### config.mk
export PLATFORM = sky130hd
export DESIGN_NAME = xif_issue_initiator
export DESIGN_NICKNAME = d
export VERILOG_FILES = /design/src/rtl/xif_pkg.sv /design/src/rtl/xif_id_table.sv /design/src/rtl/xif_issue_initiator.sv
export SDC_FILE = /design/constraint.sdc
export NUM_CORES = 1
export LEC_CHECK = 0
export CORE_MARGIN = 4
export CORE_UTILIZATION = 44
export DETAILED_ROUTE_END_ITERATION = 8
export PLACE_DENSITY_LB_ADDON = 0.15
export REMOVE_ABC_BUFFERS = 1
export SYNTH_ARGS = -nofsm -noshare
export SYNTH_HDL_FRONTEND = slang
export SYNTH_SLANG_ARGS = --single-unit
### constraint.sdc
create_clock -name ck -period 2.9 [get_ports ck]
set_input_delay 0.435 -clock ck [delete_from_list [all_inputs] [get_ports ck]]
set_output_delay 0.435 -clock ck [all_outputs]
set_load 0.03 [all_outputs]
### src/rtl/xif_pkg.sv
// Shared types for the CORE-V-XIF issue initiator: FSM states, issue request,
// result and ID-table entry records.
package xif_pkg;

  localparam int unsigned IdWidthDef        = 4;
  localparam int unsigned XlenDef           = 32;
  localparam int unsigned NumRsDef          = 2;
  localparam int unsigned MaxOutstandingDef = 4;

  typedef enum logic [1:0] {
    StIdle,
    StIssue,
    StCommit
  } state_e;

  typedef struct packed {
    logic [31:0]                  instr;
    logic [IdWidthDef-1:0]        id;
    logic [NumRsDef*XlenDef-1:0]  rs;
  } issue_req_t;

  typedef struct packed {
    logic [IdWidthDef-1:0] id;
    logic [XlenDef-1:0]    data;
    logic [4:0]            rd;
    logic                  we;
  } result_t;

  typedef struct packed {
    logic                  valid;
    logic [IdWidthDef-1:0] id;
  } tbl_entry_t;

endpackage

### src/rtl/xif_id_table.sv
// Outstanding-result tracker: allocates IDs into free slots, frees by ID from the
// result and kill paths, and reports lookup hits and the live entry count.
module xif_id_table
  import xif_pkg::*;
#(
  parameter int unsigned Entries  = MaxOutstandingDef,
  parameter int unsigned IdWidth  = IdWidthDef,
  parameter int unsigned CntWidth = $clog2(Entries + 1)
) (
  input  logic                ck,
  input  logic                rst,
  input  logic                alloc,
  input  logic [IdWidth-1:0]  alloc_id,
  input  logic                free_res,
  input  logic [IdWidth-1:0]  free_res_id,
  input  logic                free_kill,
  input  logic [IdWidth-1:0]  free_kill_id,
  input  logic [IdWidth-1:0]  lookup_id,
  output logic                lookup_hit,
  input  logic [IdWidth-1:0]  probe_id,
  output logic                probe_hit,
  output logic [CntWidth-1:0] count
);

  localparam int unsigned IdxWidth = (Entries > 1) ? $clog2(Entries) : 1;

  tbl_entry_t          entry_q [Entries];
  tbl_entry_t          entry_d [Entries];
  logic [IdxWidth-1:0] free_idx;
  logic                free_found;

  always_comb begin
    entry_d    = entry_q;
    lookup_hit = 1'b0;
    probe_hit  = 1'b0;
    count      = '0;
    free_idx   = '0;
    free_found = 1'b0;
    for (int unsigned i = 0; i < Entries; i++) begin
      if (entry_q[i].valid) begin
        count = count + 1'b1;
        if (entry_q[i].id == lookup_id) lookup_hit = 1'b1;
        if (entry_q[i].id == probe_id) probe_hit = 1'b1;
        if ((free_res && (entry_q[i].id == free_res_id)) ||
            (free_kill && (entry_q[i].id == free_kill_id))) begin
          entry_d[i].valid = 1'b0;
        end
      end else if (!free_found) begin
        // Only currently empty slots qualify, so a slot freed this cycle is never reused.
        free_found = 1'b1;
        free_idx   = IdxWidth'(i);
      end
    end
    if (alloc && free_found) begin
      entry_d[free_idx].valid = 1'b1;
      entry_d[free_idx].id    = alloc_id;
    end
  end

  always_ff @(posedge ck) begin
    if (rst) begin
      for (int unsigned i = 0; i < Entries; i++) entry_q[i] <= '0;
    end else begin
      entry_q <= entry_d;
    end
  end

endmodule

### src/rtl/xif_issue_initiator.sv
// Core-side CORE-V-XIF initiator: issues one offload at a time, commits or kills it,
// and forwards coprocessor results to the register-file writeback port.
module xif_issue_initiator
  import xif_pkg::*;
#(
  parameter int unsigned X_ID_WIDTH      = IdWidthDef,
  parameter int unsigned XLEN            = XlenDef,
  parameter int unsigned X_NUM_RS        = NumRsDef,
  parameter int unsigned MAX_OUTSTANDING = MaxOutstandingDef
) (
  input  logic                     ck,
  input  logic                     rst,
  input  logic                     req_valid,
  output logic                     req_ready,
  input  logic [31:0]              req_instr,
  input  logic [X_NUM_RS*XLEN-1:0] req_rs,
  input  logic                     flush,
  output logic                     issue_valid,
  input  logic                     issue_ready,
  output logic [31:0]              issue_req_instr,
  output logic [X_ID_WIDTH-1:0]    issue_req_id,
  output logic [X_NUM_RS*XLEN-1:0] issue_req_rs,
  input  logic                     issue_resp_accept,
  input  logic                     issue_resp_writeback,
  output logic                     commit_valid,
  output logic [X_ID_WIDTH-1:0]    commit_id,
  output logic                     commit_kill,
  input  logic                     result_valid,
  output logic                     result_ready,
  input  logic [X_ID_WIDTH-1:0]    result_id,
  input  logic [XLEN-1:0]          result_data,
  input  logic [4:0]               result_rd,
  input  logic                     result_we,
  output logic                     wb_valid,
  input  logic                     wb_ready,
  output logic [X_ID_WIDTH-1:0]    wb_id,
  output logic [4:0]               wb_rd,
  output logic [XLEN-1:0]          wb_data,
  output logic                     wb_we,
  output logic                     illegal_instr,
  output logic                     protocol_err
);

  localparam int unsigned CntW = $clog2(MAX_OUTSTANDING + 1);

  state_e                state_q, state_d;
  issue_req_t            req_q, req_d;
  logic [X_ID_WIDTH-1:0] next_id_q, next_id_d;
  result_t               wb_q, wb_d;
  logic                  wb_valid_q, wb_valid_d;
  logic                  illegal_q, illegal_d;
  logic                  perr_q, perr_d;

  logic            alloc;
  logic            lookup_hit;
  logic            probe_hit;
  logic [CntW-1:0] count;
  logic            req_hs;
  logic            result_hs;

  xif_id_table #(
    .Entries (MAX_OUTSTANDING),
    .IdWidth (X_ID_WIDTH),
    .CntWidth(CntW)
  ) u_id_table (
    .ck          (ck),
    .rst         (rst),
    .alloc       (alloc),
    .alloc_id    (req_q.id),
    .free_res    (result_hs),
    .free_res_id (result_id),
    .free_kill   (commit_kill),
    .free_kill_id(req_q.id),
    .lookup_id   (result_id),
    .lookup_hit  (lookup_hit),
    .probe_id    (next_id_q),
    .probe_hit   (probe_hit),
    .count       (count)
  );

  // Ready outputs are gated by rst so they read 0 while reset is held.
  assign req_ready    = !rst && (state_q == StIdle) && (count < CntW'(MAX_OUTSTANDING)) &&
                        !probe_hit;
  assign result_ready = !rst && (!wb_valid_q || wb_ready);
  assign req_hs       = req_valid && req_ready;
  assign result_hs    = result_valid && result_ready;

  assign issue_valid     = (state_q == StIssue);
  assign issue_req_instr = req_q.instr;
  assign issue_req_id    = req_q.id;
  assign issue_req_rs    = req_q.rs;

  assign commit_valid = (state_q == StCommit);
  assign commit_id    = req_q.id;
  assign commit_kill  = commit_valid && flush;

  assign wb_valid      = wb_valid_q;
  assign wb_id         = wb_q.id;
  assign wb_rd         = wb_q.rd;
  assign wb_data       = wb_q.data;
  assign wb_we         = wb_q.we;
  assign illegal_instr = illegal_q;
  assign protocol_err  = perr_q;

  always_comb begin
    state_d   = state_q;
    req_d     = req_q;
    next_id_d = next_id_q;
    alloc     = 1'b0;
    illegal_d = 1'b0;
    case (state_q)
      StIdle: begin
        if (req_hs) begin
          req_d.instr = req_instr;
          req_d.rs    = req_rs;
          req_d.id    = next_id_q;
          state_d     = StIssue;
        end
      end
      StIssue: begin
        if (issue_ready) begin
          if (issue_resp_accept) begin
            alloc     = issue_resp_writeback;
            next_id_d = next_id_q + 1'b1;
            state_d   = StCommit;
          end else begin
            illegal_d = 1'b1;
            state_d   = StIdle;
          end
        end
      end
      StCommit: state_d = StIdle;
      default:  state_d = StIdle;
    endcase
  end

  always_comb begin
    wb_valid_d = wb_valid_q && !wb_ready;
    wb_d       = wb_q;
    perr_d     = 1'b0;
    if (result_hs) begin
      if (lookup_hit) begin
        wb_valid_d = 1'b1;
        wb_d       = '{id: result_id, data: result_data, rd: result_rd, we: result_we};
      end else begin
        perr_d = 1'b1;
      end
    end
  end

  always_ff @(posedge ck) begin
    if (rst) begin
      state_q    <= StIdle;
      req_q      <= '0;
      next_id_q  <= '0;
      wb_q       <= '0;
      wb_valid_q <= 1'b0;
      illegal_q  <= 1'b0;
      perr_q     <= 1'b0;
    end else begin
      state_q    <= state_d;
      req_q      <= req_d;
      next_id_q  <= next_id_d;
      wb_q       <= wb_d;
      wb_valid_q <= wb_valid_d;
      illegal_q  <= illegal_d;
      perr_q     <= perr_d;
    end
  end

endmodule

Word-level counts from Yosys, hierarchy flattened
Cells that the tools add are included.

storage, ports and cells
  register bits = 171

cells by class
  bitwise logic cells = 4
  equality and inequality tests = 16
  $lt $le $gt $ge = 3
  muxes and demuxes = 56
  reduce and logical (&&, ||, !) cells = 34
  add/sub/neg operators = 4

operators with widths
  cell                 count
  $eq 4x4->1           12
  $bwmux 20            2
  $mux 1               37
  $demux 5 s2          2
  $mux 20              1
  $logic_and 1x1->1    18
  $mux 2               8
  $mux 3               3
  $add 3x1->3 const B  2
  $reduce_and 2->1     3
  $logic_or 1x1->1     5
  $mux 5               1
  $add 4x1->4 const B  1
  $logic_not 1->1      4
  $mux 4               1
  $pmux 2 s2           1
  $ge 3x3->1 const B   1
  $lt 3x1->1 const B   1
  $lt 3x3->1 const B   1
  $not 1->1            3
  $not 2->3            1
  $reduce_and 3->1     1
  $reduce_or 3->1      1
  $add 1x1->2 const B  1
  other kinds (6)      6

Depth between registers and ports, before layout
Gate-level depths: netlist (run 1).

  depth after elaboration = 14
  mapped depth = 9
  gate-level depth less buffers = 7

Modules after synthesis
Synthesis (run 1) repeated with hierarchy kept, for this count alone.

second synthesis, totals
  cells, all modules = 900
  area total of the unflattened synthesis = 7449.6 um^2

by module, submodules not included
  module               area an instance (um^2)  instances  sequential area each (um^2)  cells each
  xif_issue_initiator  5753.0                   1          3022.9                       693
  xif_id_table         1696.6                   1          400.4                        207

Worst setup path after synthesis (run 1)
No wires, ideal clock.

  path type = flip-flop to output port
  start = register u_id_table.entry_q[14] (netlist bit)
  end = output req_ready
  cell stages (with the launch flop) = 6
  required time = 2.465 ns
  buffers on the path = 0
  arrival time = 1.688 ns
  slack = 0.777 ns
  cells stage by stage = dfxtp_1 -> inv_1 -> ha_1 -> o211ai_1 -> nand3_1 -> a311oi_1

between the ends
  cells in the longest elaborated chain, start to end = 8
  elaborated cells between the ends (all ways) = 14
  those cells by class = add/sub: 2; order compare: 1; mux: 8; reduce/logical: 3

RTL lines
  what                    RTL line                   source
  from (decl)             xif_id_table.sv:27         tbl_entry_t entry_q [Entries];
  from (signal assigned)  xif_id_table.sv:64         entry_q <= entry_d;
  $mux 3                  xif_id_table.sv:40         if (entry_q[i].valid) begin
  $add 3x1->3             xif_id_table.sv:41         count = count + 1'b1;
  $mux 3                  xif_id_table.sv:40
  $add 3x1->3             xif_id_table.sv:41
  $mux 3                  xif_id_table.sv:40
  $lt 3x3->1              xif_issue_initiator.sv:82  assign req_ready = !rst && (state_q == StIdle) && (count < CntW'(MAX_OUTSTANDING)) &&
  $logic_and 1x1->1       xif_issue_initiator.sv:82
  $logic_and 1x1->1 (*)   xif_issue_initiator.sv:82
  to (decl)               xif_issue_initiator.sv:14  output logic req_ready,

Every way passes the cells marked *; elsewhere a longest branch is shown, timed or not.

Final worst setup path (run 1)
Same ends and word-level chain as after synthesis.

==> impl_summary.md, run 1 <==
Status
The flow ran to the end, and the final reports show no timing, DRC or antenna violations.

Yosys
The share of synthesized cell area in and, or, nand and nor gates is 0.159. The number of flops mapped to enable cells by yosys is 0. The dominant combinational cell family by area after synthesis is multiplexers. In the synthesized netlist the dominant register cell turns out to be dfxtp_1. The area share of the largest cell type after synthesis is 0.446. Yosys mapped the design onto 38 distinct sky130hd cell types.

The xor and xnor fraction of the mapped netlist area is 0.0581. The post-synthesis compound-gate area fraction is 0.0150. The number of flip-flops and latches in the synthesized netlist is 171. In this run the cell area of the synthesized design comes to 7680 µm². Summed over all instances, the cell type with the most area after synthesis is dfxtp_1.

Ranked by instance count, the synthesized netlist is headed by dfxtp_1, nor2b_1, mux2_4. Yosys attributes the largest share of cell area to dfxtp_1, mux2_4, nor2b_1. During synthesis, Yosys emitted a total of 0 warnings. Of the total synthesized cell area, the portion taken by full adders, half adders and majority gates is 0.00651. Synthesis produced 669 cells.

Of the synthesized area, sequential elements account for 0.446. The synthesized area per cell is 11.5 µm². The multiplexer share of the synthesized area is 0.269. The fraction of registers with async set or reset after synthesis is 0. The cell with the most instances after synthesis is dfxtp_1.

Power
Summing internal, switching and leakage power gives 6.07 mW. Of the total power, the clock network draws 0.407. In this run the power spent charging and discharging nets is 1.48 mW. IR analysis of the VDD net gives a maximum drop of 0.406 mV.

The internal power of the cells totals 4.59 mW. In this run the static leakage power is 4.99 nW. The share of total power dissipated in sequential elements is 0.416. Of the total power, the share spent switching nets is 0.244. The share of total power dissipated in combinational logic is 0.176. The power density of the placed cells is 531 nW/µm².

Clocking
The number of clock sinks seen by CTS is 171. The number of clock buffers added by TritonCTS is 17. TritonCTS built the clock tree. The clock passes through at most 2 buffers. Post-CTS timing repair inserted 0 buffers for setup. The number of gates given a new drive strength after cts is 0.

The master cell of the clock root buffer is clkbuf_16. The insertion delay to the later sink of the worst-skew pair is 0.42 ns. The H-tree depth reported by CTS is 4. The quantity of hold-fixing buffers added after cts is 0.

Clock-pin slew was measured on the worst setup and hold paths at 0.06 ns.

GRT
The peak-usage layer in the global routing report is met2. The met1 global-route usage is 0.237. The met3 track demand over resource is 0.0877. Global routing finished with a remaining overflow of 0. In the global route stage, overall resource usage came out at 0.214.

For this run, global-route usage on met2 was measured as 0.371. The first-pass GRT wire length is 33,200 µm. The largest net degree at the start of global routing is 131. The number of antenna violations at the first check in global routing is 1.

The via count of the first global-routing pass is 6,148.

Critical path
At the worst endpoint, the arrival time is 2.07 ns. The signal on the critical path passes through inv_1, ha_1, o211ai_1, nand3_1, a311oi_1, dlymetal6s2s_1. The number of buffers and inverters on the critical path is 2. The kind of cell adding the most delay to the critical path is buffers and inverters. The critical path is of the flip-flop to output port type. For this run, the slowest stage of the critical path takes 0.39 ns.

The sort of element at the end of the critical path is an output port. The slowest stage of the critical path is the dfxtp_1 cell. The biggest fanout along the worst timing path is 4. The worst setup path is launched from a flip-flop. The minimum setup slack among reg-to-reg paths is 0.41 ns.

The required time of the critical path is 2.47 ns.

Timing
Dividing the final minimum period by the clock period gives 0.864. Setup violations remaining at the end of the flow were counted as 0. Setup repair after global routing left no endpoint under its margin. The worst path in the final design needs a cycle of 2.51 ns, including I/O delays and setup. The number of hold violations in the final report is 0.

The number of pins exceeding their max-slew limit in the final report is 0. The final setup TNS is 0 ns. The actual slew at the worst max-slew pin is 0.624 ns.

Derived from the worst setup path, the maximum achievable clock frequency is 399 MHz. The worst clock skew on the final layout is 0.00939 ns. Headroom to the max-slew limit came out at 0.584. Across all hold checks on the routed design, the worst slack comes to 0.475 ns.

Floorplanning
The die is 140 µm tall. The die footprint is 19,600 µm². Row generation in the floorplan step produced 48 rows. The horizontal extent of the die is 140 µm. 301 I/O pins were placed. The effective utilization at floorplan is 0.447. The core footprint is 17,200 µm².

Place
The final weighted congestion in routability-driven placement is 0.930. The number of cells in the design after placement is 1,149. The wire-length estimate of the detail-placed layout is 15,700 µm. The count of buffers added on input and output ports is 300.

Detailed routing
Across all layers, the routed design uses 5,695 vias. The number of iterations in the first detailed-routing pass is 6. The final wirelength is 21,400 µm.

The number of DRC violations after detailed-routing iteration 0 is 272. After detailed routing, the number of vias per cell comes to 4.82. The DRC violation count after routing is 0. After detailed routing, the average wire length per cell comes to 18.1 µm. The number of routed nets with antenna violations is 0.

Finish
The final standard cell count with taps included and fillers excluded is 1,182. The net count reported at finish is 1,094. The area growth from synthesis to layout is 48.7%. In the final layout, the multi-input gates occupy 3910 µm².

The layout has 1,345 filler cells. The sequential standard cell area is 3420 µm². The proportion of layout cells with a drive suffix above 1 is 0.155.

Worst hold path
The type of the worst min-delay path is primary input to flip-flop.

Run
Max-cap violations in this run came to 0.
-- metrics by stage --
step / util / setup WS, ns / area, µm²
2_1_floorplan: - / -4.17 / 7350
3_3_place_gp: 0.627 / 0.166 / 10800
3_5_place_dp: 0.627 / 0.0794 / 10800
4_1_cts: 0.665 / 0.0145 / 11400
5_1_grt: 0.665 / 0.267 / 11400
6_report: 0.665 / 0.395 / 11400
-- per-layer routing --
metal  wire (µm)  share of wire
met5           0              0
met4         406          0.019
met3        1930          0.090
met2       10700           0.50
met1        8410           0.39
-- worst register-to-register path: stages (launching register included) --
cell and delay, ns:
dfxtp_1 0.39, inv_1 0.10, ha_1 0.32, nand4bb_1 0.18, nand3_1 0.12, a311oi_1 0.06
nand4_1 0.17, buf_12 0.27, buf_12 0.36, mux2_2 0.42
-- power by group through the flow --
| stage | clock network (mW) | logic [mW] | registers, mW |
|---|---|---|---|
| floorplan | 0 | 0.366 | 2.80 |
| global placement | 0 | 1.06 | 2.57 |
| detailed placement | 0 | 1.08 | 2.57 |
| CTS | 2.52 | 1.08 | 2.53 |
| global route | 2.62 | 1.12 | 2.54 |
| finish | 2.47 | 1.07 | 2.53 |
-- placed cells by master, fill, tap and decap left out, types with 4 or more instances in the layout --
master,n
mux2i_1,19
nor2_1,24
bufinv_16,4
nor3_1,7
mux2_2,24
dfxtp_1,171
nand3_1,5
mux2_4,80
xnor2_1,6
a21oi_1,6
xor2_1,45
ha_1,4
nand2_1,7
nor4_1,8
inv_1,7
clkdlybuf4s50_1,298
nor2b_1,142
buf_4,5
clkbuf_16,17
clkbuf_8,4
mux2_1,36
buf_12,5
-- area by class of cell --
cell class              count  area share
diodes                      1    0.000219
well taps                 225      0.0246
flip-flops and latches    171       0.300
inverters                   7     0.00230
clock inverters            10      0.0142
multi-input cells         437       0.342
repair buffers            309       0.274
clock buffers              22      0.0424
-- cells by family (layout without fill, tap and decap cells) --
kind of cell | Yosys count | after routing
AND/OR/NAND/NOR | 207 | 207
flip-flops | 171 | 171
multiplexers | 159 | 159
buffers and inverters | 61 | 348
XOR/XNOR | 51 | 51
AO/OA/AOI/OAI | 16 | 16
adder cells (fa/ha/maj) | 4 | 4
other | 0 | 1
-- worst paths after layout --
path | startpoint | end | cells past startpoint
max | u_id_table.entry_q[14] | req_ready | 6
min | rst | wb_valid | 2
max reg2reg | u_id_table.entry_q[14] | issue_req_rs[4] | 9
min reg2reg | wb_valid | wb_valid | 2
-- registers in the layout (all words and copies together) (netlist names), 2 cells and up, named ones only --
register	count
issue_req_rs	64
issue_req_instr	32
wb_data	32
wb_rd	5
commit_id	4
next_id_q	4
u_id_table.entry_q	4
wb_id	4
state_q	2
No activity file was read; power rests on OpenSTA's default activity.
==> run 2, diff against run 1 <==
--- a/config.mk
+++ b/config.mk
@@ -8,8 +8,10 @@
 export CORE_MARGIN = 4
 export CORE_UTILIZATION = 44
 export DETAILED_ROUTE_END_ITERATION = 8
+export HOLD_SLACK_MARGIN = 0.02
 export PLACE_DENSITY_LB_ADDON = 0.15
 export REMOVE_ABC_BUFFERS = 1
+export SLEW_MARGIN = 20
 export SYNTH_ARGS = -nofsm -noshare
 export SYNTH_HDL_FRONTEND = slang
 export SYNTH_SLANG_ARGS = --single-unit
==> results of run 2 <==
The final DEF is identical to that of run 1; final timing and power are the same.
==> run 3, diff against run 2 <==
--- a/config.mk
+++ b/config.mk
@@ -11,6 +11,7 @@
 export HOLD_SLACK_MARGIN = 0.02
 export PLACE_DENSITY_LB_ADDON = 0.15
 export REMOVE_ABC_BUFFERS = 1
+export SETUP_SLACK_MARGIN = 0.1
 export SLEW_MARGIN = 20
 export SYNTH_ARGS = -nofsm -noshare
 export SYNTH_HDL_FRONTEND = slang
==> impl_summary.md, run 3 (same netlist as run 1, synthesis figures left out) <==
Timing
The final worst-path setup slack was 0.289 ns (-0.106 ns). The number of hold violations in the final report is 0 (unchanged). The post-route minimum period is 2.61 ns (+0.106 ns). The final cycle utilization of the critical path is 0.900 (+0.0366). The actual slew at the worst max-slew pin is 0.630 ns (+0.00605 ns).

The count of endpoints failing setup in the final report is 0 (unchanged). The tightest slew margin relative to the limit is 0.580 (-0.00404). The fmax is 383 MHz (-4.1%). Setup repair after global routing left no endpoint under its margin.

The worst clock skew on the final layout is 0.00940 ns (+0.0000116 ns). The number of pins exceeding their max-slew limit in the final report is 0 (unchanged).

Floorplanning
The effective utilization at floorplan is 0.447 (unchanged). The die footprint was 19,600 µm² (unchanged). The core footprint is 17,200 µm² (unchanged).

The horizontal extent of the die was 140 µm (unchanged). The count of standard-cell rows is 48 (unchanged). The die boundary height was 140 µm (unchanged). The count of boundary I/O pins came to 301 (unchanged).

Finish
In the layout the commonest cells are clkdlybuf4s50_1, dfxtp_1, nor2b_1, mux2_4, xor2_1. The proportion of layout cells with a drive suffix above 1 came to 0.155 (unchanged). The combined area of the multi-input logic cells came to 3910 µm² (unchanged). The sequential standard cell area is 3420 µm² (unchanged).

The final standard cell utilization of the core was 0.665 (about the same). The number of inserted filler cells in the final layout came to 1,348 (+0.22%). The area growth from synthesis to layout is 48.6% (about the same). The flip-flop count of the largest register, all copies and words added was 64 (unchanged). The net count reported at finish is 1,094 (unchanged). The post-layout instance area is 11,400 µm² (about the same).

The library cell used most frequently in the layout, excluding fill and tap cells, is clkdlybuf4s50_1.

Critical path
The critical path is of the flip-flop to output port type. STA classifies the critical path endpoint as an output port. The biggest fanout along the worst timing path is 4 (unchanged). The type of element launching the critical path is a flip-flop.

Walking the worst path, the cells encountered are inv_1, ha_1, o211ai_1, nand3_1, a311oi_1, dlygate4sd2_1. The required time of the critical path is 2.47 ns (about the same). The cell with the largest stage delay on the worst path is dlygate4sd2_1. The maximum cell stage delay along the critical path is 0.45 ns (+0.06 ns). The arrival time reported for the critical path endpoint is 2.18 ns (+0.11 ns).

The minimum setup slack among reg-to-reg paths is 0.41 ns (about the same). The worst-case reg-to-reg path depth is 9 (unchanged).

Clocking
The number of CTS-inserted buffers came to 17 (unchanged). The root buffer cell chosen for the clock tree is clkbuf_16. The number of clock sinks seen by CTS came to 171 (unchanged).

The insertion delay to the later sink of the worst-skew pair is 0.43 ns (about the same). The quantity of hold-fixing buffers added after cts came to 0 (unchanged). The number of buffers on the longest clock path was 2 (unchanged).

The clock-pin transition on the worst setup and hold timing paths is 0.07 ns (about the same). The H-tree depth reported by CTS is 4 (unchanged). The CTS tree is done.

The post-CTS setup repair buffer count came to 0 (unchanged).

Power
The leakage component of the power is 4.99 nW (-0.17%). The power density of the placed cells came to 532 nW/µm² (+0.10%). The worst supply voltage drop on vdd is 0.408 mV (+0.47%).

GRT
The number of antenna violations at the first check in global routing is 1 (unchanged). The total global routing overflow is 0 (unchanged). The combined global-route utilization of all metal layers is 0.214 (unchanged). The largest net degree at the start of global routing is 131 (unchanged).

The via count of the first global-routing pass came to 6,148 (unchanged). The first-pass GRT wire length is 33,200 µm (unchanged).

Detailed routing
The via count normalized by instance count is 4.80 (-0.32%). The number of routed nets with antenna violations came to 0 (unchanged). The final wirelength is 21,400 µm (about the same). The detail-routed net length per standard cell is 18.1 µm (about the same). The number of DRC violations after detailed-routing iteration 0 is 260 (-4.4%). The DRC violation count after routing came to 0 (unchanged).

The count of vias placed by the detailed router is 5,677 (-0.32%). The number of iterations in the first detailed-routing pass came to 4 (-2).

Worst hold path
The type of the worst min-delay path is primary input to flip-flop. The number of cells traversed by the worst hold path is 2 (unchanged).

Place
The half-perimeter wire length after placement is 15,700 µm (unchanged). The count of port buffers added during placement came to 300 (unchanged). The final weighted congestion in routability-driven placement is 0.930 (unchanged). The worst slack at placement was 0.0794 ns (unchanged). The cell area reported after detailed placement is 10,800 µm² (unchanged).

Status
The flow ran to the end, and the final reports show no timing, DRC or antenna violations.

Run
The max-capacitance violation count was 0 (unchanged).
-- run 3: worst paths after layout --
| kind | startpoint | endpoint |
|---|---|---|
| worst max-delay path | u_id_table.entry_q[14] | req_ready |
| worst min-delay path | rst | wb_valid |
| worst max register to register | u_id_table.entry_q[14] | issue_req_rs[4] |
| worst min register to register | wb_valid | wb_valid |
-- run 3: power by group --
group	internal, mW	switching (mW)
Sequential	2.47	0.0599
Combinational	0.586	0.484
Clock	1.53	0.943
Total	4.59	1.49
-- run 3: stage by stage --
| stage | power, mW | hold slack [ns] | setup TNS [ns] | cells |
|---|---|---|---|---|
| after floorplan | 3.17 | 0.480 | -406.76 | 615 |
| after global placement | 3.63 | 0.512 | 0 | 1149 |
| after detailed placement | 3.65 | 0.526 | 0 | 1149 |
| after CTS | 6.13 | 0.461 | 0 | 1181 |
| after global routing | 6.29 | 0.487 | 0 | 1182 |
| final | 6.08 | 0.471 | 0 | 1182 |
-- run 3: per-layer routing --
metal,up-vias,part of all wire,GRT usage
li1,2760,-,-
met1,2674,0.40,0.237
met2,215,0.50,0.371
met3,28,0.089,0.0877
met4,0,0.021,0.0739
met5,-,0,0
-- run 3: cell type report --
cell class	count	share of cell area
multi-input combinational	437	0.342
sequential	171	0.300
timing repair buffer	309	0.274
clock buffer	22	0.0424
tap	225	0.0247
clock inverter	10	0.0142
inverter	7	0.00230
antenna	1	0.000219
-- run 3: timing repair --
item,CTS,global route
setup endpoints to repair,1,0
resized for setup,1,0
hold endpoints to repair,0,0
-- run 3: critical path: cells and delay by family (launching register included) --
kind,cells,cell delay (ns)
AO/OA/AOI/OAI,2,0.37
adder cells (fa/ha/maj),1,0.31
buffers and inverters,2,0.55
flip-flops,1,0.39
AND/OR/NAND/NOR,1,0.12
